==> src/rtl/hazard_detect_unit_if.sv <==
// Pipeline-side bundle for hazard_detect_unit: ID/EX inputs and stall/flush controls.
// Counter outputs appear only when HAZARD_STATS_EN is defined.
interface hazard_detect_unit_if #(
    parameter int INSTR_W = 32,
    parameter int REG_W   = 5
);
    logic [INSTR_W-1:0] if_id_reg_i;
    logic               rs_used_i;
    logic               rt_used_i;
    logic [REG_W-1:0]   id_ex_regrt_i;
    logic               id_ex_memrd_i;
    logic               branch_taken_i;
    logic               pc_stall_o;
    logic               stallHold_o;
    logic               mux_control_o;
    logic               if_id_flush_o;
`ifdef HAZARD_STATS_EN
    logic [31:0]        stall_cnt_o;
    logic [31:0]        flush_cnt_o;
`endif

    modport master (
        output if_id_reg_i, rs_used_i, rt_used_i, id_ex_regrt_i, id_ex_memrd_i, branch_taken_i,
`ifdef HAZARD_STATS_EN
        input  stall_cnt_o, flush_cnt_o,
`endif
        input  pc_stall_o, stallHold_o, mux_control_o, if_id_flush_o
    );

    modport slave (
        input  if_id_reg_i, rs_used_i, rt_used_i, id_ex_regrt_i, id_ex_memrd_i, branch_taken_i,
`ifdef HAZARD_STATS_EN
        output stall_cnt_o, flush_cnt_o,
`endif
        output pc_stall_o, stallHold_o, mux_control_o, if_id_flush_o
    );
endinterface

==> src/rtl/hazard_detect_unit.sv <==
// Load-use hazard detector with LOAD_LAT-cycle load shadow and branch squash.
// Optional HAZARD_STATS_EN adds saturating stall/flush event counters.
module hazard_detect_unit #(
    parameter int INSTR_W  = 32,
    parameter int REG_W    = 5,
    parameter int RS_LSB   = 21,
    parameter int RT_LSB   = 16,
    parameter int LOAD_LAT = 1
) (
    input  logic                clk_i,
    input  logic                rst_i,
    hazard_detect_unit_if.slave hd
);

    logic [REG_W-1:0] rs;
    logic [REG_W-1:0] rt;
    logic             ex_hit;
    logic             pend_hit;
    logic             hazard;
    logic             flush;
    logic             unused_instr_bits;

    assign rs = hd.if_id_reg_i[RS_LSB +: REG_W];
    assign rt = hd.if_id_reg_i[RT_LSB +: REG_W];
    assign unused_instr_bits = ^hd.if_id_reg_i;

    function automatic logic src_match(
        input logic             v,
        input logic [REG_W-1:0] rd,
        input logic [REG_W-1:0] src_rs,
        input logic [REG_W-1:0] src_rt,
        input logic             use_rs,
        input logic             use_rt
    );
        return v && (rd != '0) && ((use_rs && (rd == src_rs)) || (use_rt && (rd == src_rt)));
    endfunction

    assign ex_hit = src_match(hd.id_ex_memrd_i, hd.id_ex_regrt_i, rs, rt, hd.rs_used_i, hd.rt_used_i);

    // Loads that have left EX but whose data is still not forwardable.
    generate
        if (LOAD_LAT > 1) begin : g_pend
            localparam int DEPTH = LOAD_LAT - 1;

            logic [DEPTH:1]   v_q;
            logic [DEPTH:1]   v_d;
            logic [REG_W-1:0] rd_q [1:DEPTH];
            logic [REG_W-1:0] rd_d [1:DEPTH];

            always_comb begin
                v_d[1]  = hd.id_ex_memrd_i && (hd.id_ex_regrt_i != '0);
                rd_d[1] = hd.id_ex_regrt_i;
                for (int k = 2; k <= DEPTH; k++) begin
                    v_d[k]  = v_q[k-1];
                    rd_d[k] = rd_q[k-1];
                end
            end

            always_comb begin
                pend_hit = 1'b0;
                for (int k = 1; k <= DEPTH; k++) begin
                    if (src_match(v_q[k], rd_q[k], rs, rt, hd.rs_used_i, hd.rt_used_i)) begin
                        pend_hit = 1'b1;
                    end
                end
            end

            always_ff @(posedge clk_i) begin
                if (!rst_i) begin
                    v_q <= '0;
                end else begin
                    v_q <= v_d;
                end
            end

            always_ff @(posedge clk_i) begin
                for (int k = 1; k <= DEPTH; k++) begin
                    rd_q[k] <= rd_d[k];
                end
            end
        end else begin : g_no_pend
            assign pend_hit = 1'b0;
        end
    endgenerate

    // Reset masks everything combinationally so outputs drop in the same cycle.
    assign hazard = rst_i && (ex_hit || pend_hit);
    assign flush  = rst_i && hd.branch_taken_i && !hazard;

    assign hd.pc_stall_o    = hazard;
    assign hd.stallHold_o   = hazard;
    assign hd.mux_control_o = hazard;
    assign hd.if_id_flush_o = flush;

`ifdef HAZARD_STATS_EN
    logic [31:0] stall_cnt_q;
    logic [31:0] stall_cnt_d;
    logic [31:0] flush_cnt_q;
    logic [31:0] flush_cnt_d;

    always_comb begin
        stall_cnt_d = stall_cnt_q;
        flush_cnt_d = flush_cnt_q;
        if (hazard && (stall_cnt_q != 32'hFFFF_FFFF)) begin
            stall_cnt_d = stall_cnt_q + 32'd1;
        end
        if (flush && (flush_cnt_q != 32'hFFFF_FFFF)) begin
            flush_cnt_d = flush_cnt_q + 32'd1;
        end
    end

    always_ff @(posedge clk_i) begin
        if (!rst_i) begin
            stall_cnt_q <= '0;
            flush_cnt_q <= '0;
        end else begin
            stall_cnt_q <= stall_cnt_d;
            flush_cnt_q <= flush_cnt_d;
        end
    end

    assign hd.stall_cnt_o = stall_cnt_q;
    assign hd.flush_cnt_o = flush_cnt_q;
`endif

endmodule

==> src/flat_wrapper.sv <==
// flat-port wrapper written by rule: the top's interface ports become plain ports
module hazard_detect_unit_flat 
#(
    parameter int INSTR_W  = 32,
    parameter int REG_W    = 5,
    parameter int RS_LSB   = 21,
    parameter int RT_LSB   = 16,
    parameter int LOAD_LAT = 1
)
  (clk_i, rst_i, hd_if_id_reg_i, hd_rs_used_i, hd_rt_used_i, hd_id_ex_regrt_i, hd_id_ex_memrd_i, hd_branch_taken_i, hd_pc_stall_o, hd_stallHold_o, hd_mux_control_o, hd_if_id_flush_o);
  hazard_detect_unit_if #(.INSTR_W(INSTR_W), .REG_W(REG_W)) hd_i ();
  input  logic clk_i;
  input  logic rst_i;
  input wire logic [$bits(hd_i.if_id_reg_i)-1:0] hd_if_id_reg_i;
  input wire logic [$bits(hd_i.rs_used_i)-1:0] hd_rs_used_i;
  input wire logic [$bits(hd_i.rt_used_i)-1:0] hd_rt_used_i;
  input wire logic [$bits(hd_i.id_ex_regrt_i)-1:0] hd_id_ex_regrt_i;
  input wire logic [$bits(hd_i.id_ex_memrd_i)-1:0] hd_id_ex_memrd_i;
  input wire logic [$bits(hd_i.branch_taken_i)-1:0] hd_branch_taken_i;
  output wire logic [$bits(hd_i.pc_stall_o)-1:0] hd_pc_stall_o;
  output wire logic [$bits(hd_i.stallHold_o)-1:0] hd_stallHold_o;
  output wire logic [$bits(hd_i.mux_control_o)-1:0] hd_mux_control_o;
  output wire logic [$bits(hd_i.if_id_flush_o)-1:0] hd_if_id_flush_o;
  assign hd_i.if_id_reg_i = hd_if_id_reg_i;
  assign hd_i.rs_used_i = hd_rs_used_i;
  assign hd_i.rt_used_i = hd_rt_used_i;
  assign hd_i.id_ex_regrt_i = hd_id_ex_regrt_i;
  assign hd_i.id_ex_memrd_i = hd_id_ex_memrd_i;
  assign hd_i.branch_taken_i = hd_branch_taken_i;
  assign hd_pc_stall_o = hd_i.pc_stall_o;
  assign hd_stallHold_o = hd_i.stallHold_o;
  assign hd_mux_control_o = hd_i.mux_control_o;
  assign hd_if_id_flush_o = hd_i.if_id_flush_o;
  hazard_detect_unit #(.INSTR_W(INSTR_W), .REG_W(REG_W), .RS_LSB(RS_LSB), .RT_LSB(RT_LSB), .LOAD_LAT(LOAD_LAT)) u_core (.clk_i(clk_i), .rst_i(rst_i), .hd(hd_i));
endmodule
==> config.mk <==
export PLATFORM = sky130hd
export DESIGN_NAME = hazard_detect_unit_flat
export DESIGN_NICKNAME = d
export VERILOG_FILES = /design/src/rtl/hazard_detect_unit_if.sv /design/src/rtl/hazard_detect_unit.sv /design/src/flat_wrapper.sv
export SDC_FILE = /design/constraint.sdc
export NUM_CORES = 1
export LEC_CHECK = 0
export BUFFER_PORTS_ARGS = -buffer_cell sky130_fd_sc_hd__buf_2
export CAP_MARGIN = 40
export CORE_AREA = 2 2 39 41
export DETAILED_ROUTE_END_ITERATION = 6
export DIE_AREA = 0 0 41 43
export SYNTH_ARGS = -nofsm -noshare
export SYNTH_HDL_FRONTEND = slang
export SYNTH_SLANG_ARGS = --single-unit
export TNS_END_PERCENT = 10
==> constraint.sdc <==
create_clock -name vclk -period 0.81
set_input_delay 0 -clock vclk [all_inputs]
set_output_delay 0 -clock vclk [all_outputs]
set_load 0.02 [all_outputs]
==> results.json <==
{
  "status": "complete, but fails checks",
  "violations": "negative setup slack",
  "placed_area_sq_um": 325,
  "muxShareOfSynthArea": 0,
  "drv_cap": 0,
  "finalWeightedCongestion": 0.563,
  "hold_path.class": "input port to output pin",
  "syn_area_sq_um": 160,
  "yosys_warnings": 0,
  "pin_count": 47,
  "fin_area_sq_um": 422,
  "power_mw": 0.198,
  "drv_slew": 0,
  "finalSetupTns_ns": -0.500,
  "fp.dieArea_sq_um": 1760,
  "cpMaxStageDelayCell": "and4_4",
  "slowest_delay_ns": 0.26,
  "flops_and_latches": 0,
  "antenna_left": 0,
  "combinationalPowerShare": 1.000,
  "worst_setup_path_end_kind": "output pin",
  "antennaDiodeCount": 0,
  "synth_nets": 66,
  "multi_input_area_sq_um": 191,
  "power.share.switching": 0.355,
  "finalHoldViolCount": 0,
  "vias": 248,
  "fillers": 161,
  "worstPathCellList": "buf_2, xnor2_1, nand4_1, o22ai_2, and4_4, buf_6",
  "port-buffer-count": 24,
  "synth-simple-area-share": 0.281,
  "hold_start": "hd_id_ex_memrd_i",
  "start_kind": "input port",
  "regArea_sq_um": 0,
  "syn_avg_cell_area_sq_um": 6.96,
  "stdcell_count": 63,
  "critPathBufInv": 2,
  "clkbuf_count": 0,
  "die_h_um": 43,
  "synth_compound_area_frac": 0.0781,
  "synth_xor_area_frac": 0.547,
  "grt_start_max_net_pins": 4,
  "synthAdderAreaFrac": 0,
  "start_util": 0.116,
  "synthCells": 23,
  "finalNetCount": 92,
  "worstHoldPathCells": 3,
  "p_leak_nw": 0.199,
  "hold_buffers": 0,
  "via_per_inst": 3.94,
  "grt_pass1_vias": 229,
  "path_class": "input port to output pin",
  "max-slew-margin-rel": 0.864,
  "fin_ws_ns": -0.134,
  "dp_cells": 63,
  "drcViolationCount": 0,
  "avgRoutedWirePerCell_um": 8.95,
  "areaGrowthSynthToFinish_pct": 163,
  "core_sq_um": 1380,
  "fmax_mhz": 1060,
  "switchingPower_mw": 0.0704,
  "drtPass1Iterations": 1,
  "min_period_ns": 0.944,
  "routed_wl_um": 564,
  "whs_ns": 0.308,
  "crit_arrival_ns": 0.94,
  "grt_first_pass_wirelength_um": 821,
  "crit_family": "simple AND/OR/NAND/NOR gates",
  "synth_top_family_by_area": "XOR/XNOR gates",
  "path_max_fanout": 3,
  "die_x_um": 41,
  "yosysUniqueCellTypes": 9,
  "setup_viol_count_final": 4,
  "synth-seq-area-share": 0,
  "cp.required_ns": 0.81,
  "first_iter_violations": 0,
  "p_clk_frac": 0,
  "seq_power_share": 0,
  "min_to": "hd_if_id_flush_o",
  "worst_slew_pin_slew_ns": 0.202,
  "intPower_mw": 0.128,
  "drive_above_1_share": 0.702,
  "rows": 14,
  "fin_crit_sh": 1.17,
  "irDropWorstVdd_mv": 0.136,
  "p_per_area_nw_per_um2": 470,
  "antenna_found_initial": 0,
  "gr-total-overflow": 0,
  "rsz0062_at_grt": "true",
  "grt_usage": 0.0661
}
area by class of cell:
type,count,area share
timing repair buffer,26,0.499
multi-input combinational,21,0.454
tap,16,0.0475
repair_timing:
action                     CTS  global route
cloned                       0             0
pin swaps                   10             4
buffers inserted             0             0
setup endpoints to repair    4             4
gates resized for setup     21             1
cell families after synthesis:
kind of cell,count (synthesis)
buffers and inverters,2
AO/OA/AOI/OAI,2
XOR/XNOR,10
AND/OR/NAND/NOR,9
power groups by stage:
| stage | combinational, mW | sequential, mW | clock, mW |
|---|---|---|---|
| floorplan | 0.0752 | 0 | 0 |
| global placement | 0.155 | 0 | 0 |
| detailed placement | 0.156 | 0 | 0 |
| CTS | 0.194 | 0 | 0 |
| global route | 0.215 | 0 | 0 |
| finish | 0.198 | 0 | 0 |
through the flow:
stage / util / setup slack (ns)
after detailed placement: 0.235 / -0.191
after CTS: 0.299 / -0.140
final: 0.305 / -0.134
after global placement: 0.235 / -0.189
after global routing: 0.305 / -0.195
after floorplan: - / -0.00287
layout by cell type, fill, tap and decap left out, drive strengths merged:
cell type / n
o22ai: 1
buf: 26
nand4: 2
nor3: 1
and4: 1
xnor2: 10
a31oi: 1
nor2: 1
nand2: 4
Yosys cell counts:
cell	instances	share of area
xnor2_1	10	0.55
nand2_1	4	0.094
buf_4	2	0.094
nand4_1	2	0.078
a31oi_1	1	0.039
and4_1	1	0.055
nor2_1	1	0.023
nor3_1	1	0.031
o22ai_1	1	0.039
routing by layer:
metal / vias up / part of all wire / track usage
li1: 127 / - / -
met1: 102 / 0.30 / 0.0732
met2: 19 / 0.54 / 0.134
met3: 0 / 0.15 / 0
met4: 0 / 0 / 0
met5: - / 0 / 0
tightest hold or removal path: stages:
cell	delay [ns]
buf_2	0.09
a31oi_1	0.07
buf_2	0.15
worst max-delay path by stage:
stage | from | endpoint | slack [ns] | depth (start not counted)
floorplan | hd_id_ex_regrt_i[2] | hd_pc_stall_o | -0.003 | 5
global placement | hd_id_ex_regrt_i[2] | hd_pc_stall_o | -0.19 | 6
detailed placement | hd_id_ex_regrt_i[2] | hd_mux_control_o | -0.19 | 6
CTS | hd_if_id_reg_i[18] | hd_mux_control_o | -0.14 | 6
global route | hd_if_id_reg_i[18] | hd_mux_control_o | -0.20 | 6
finish | hd_if_id_reg_i[21] | hd_mux_control_o | -0.13 | 6
No activity file was read; power rests on OpenSTA's default activity.
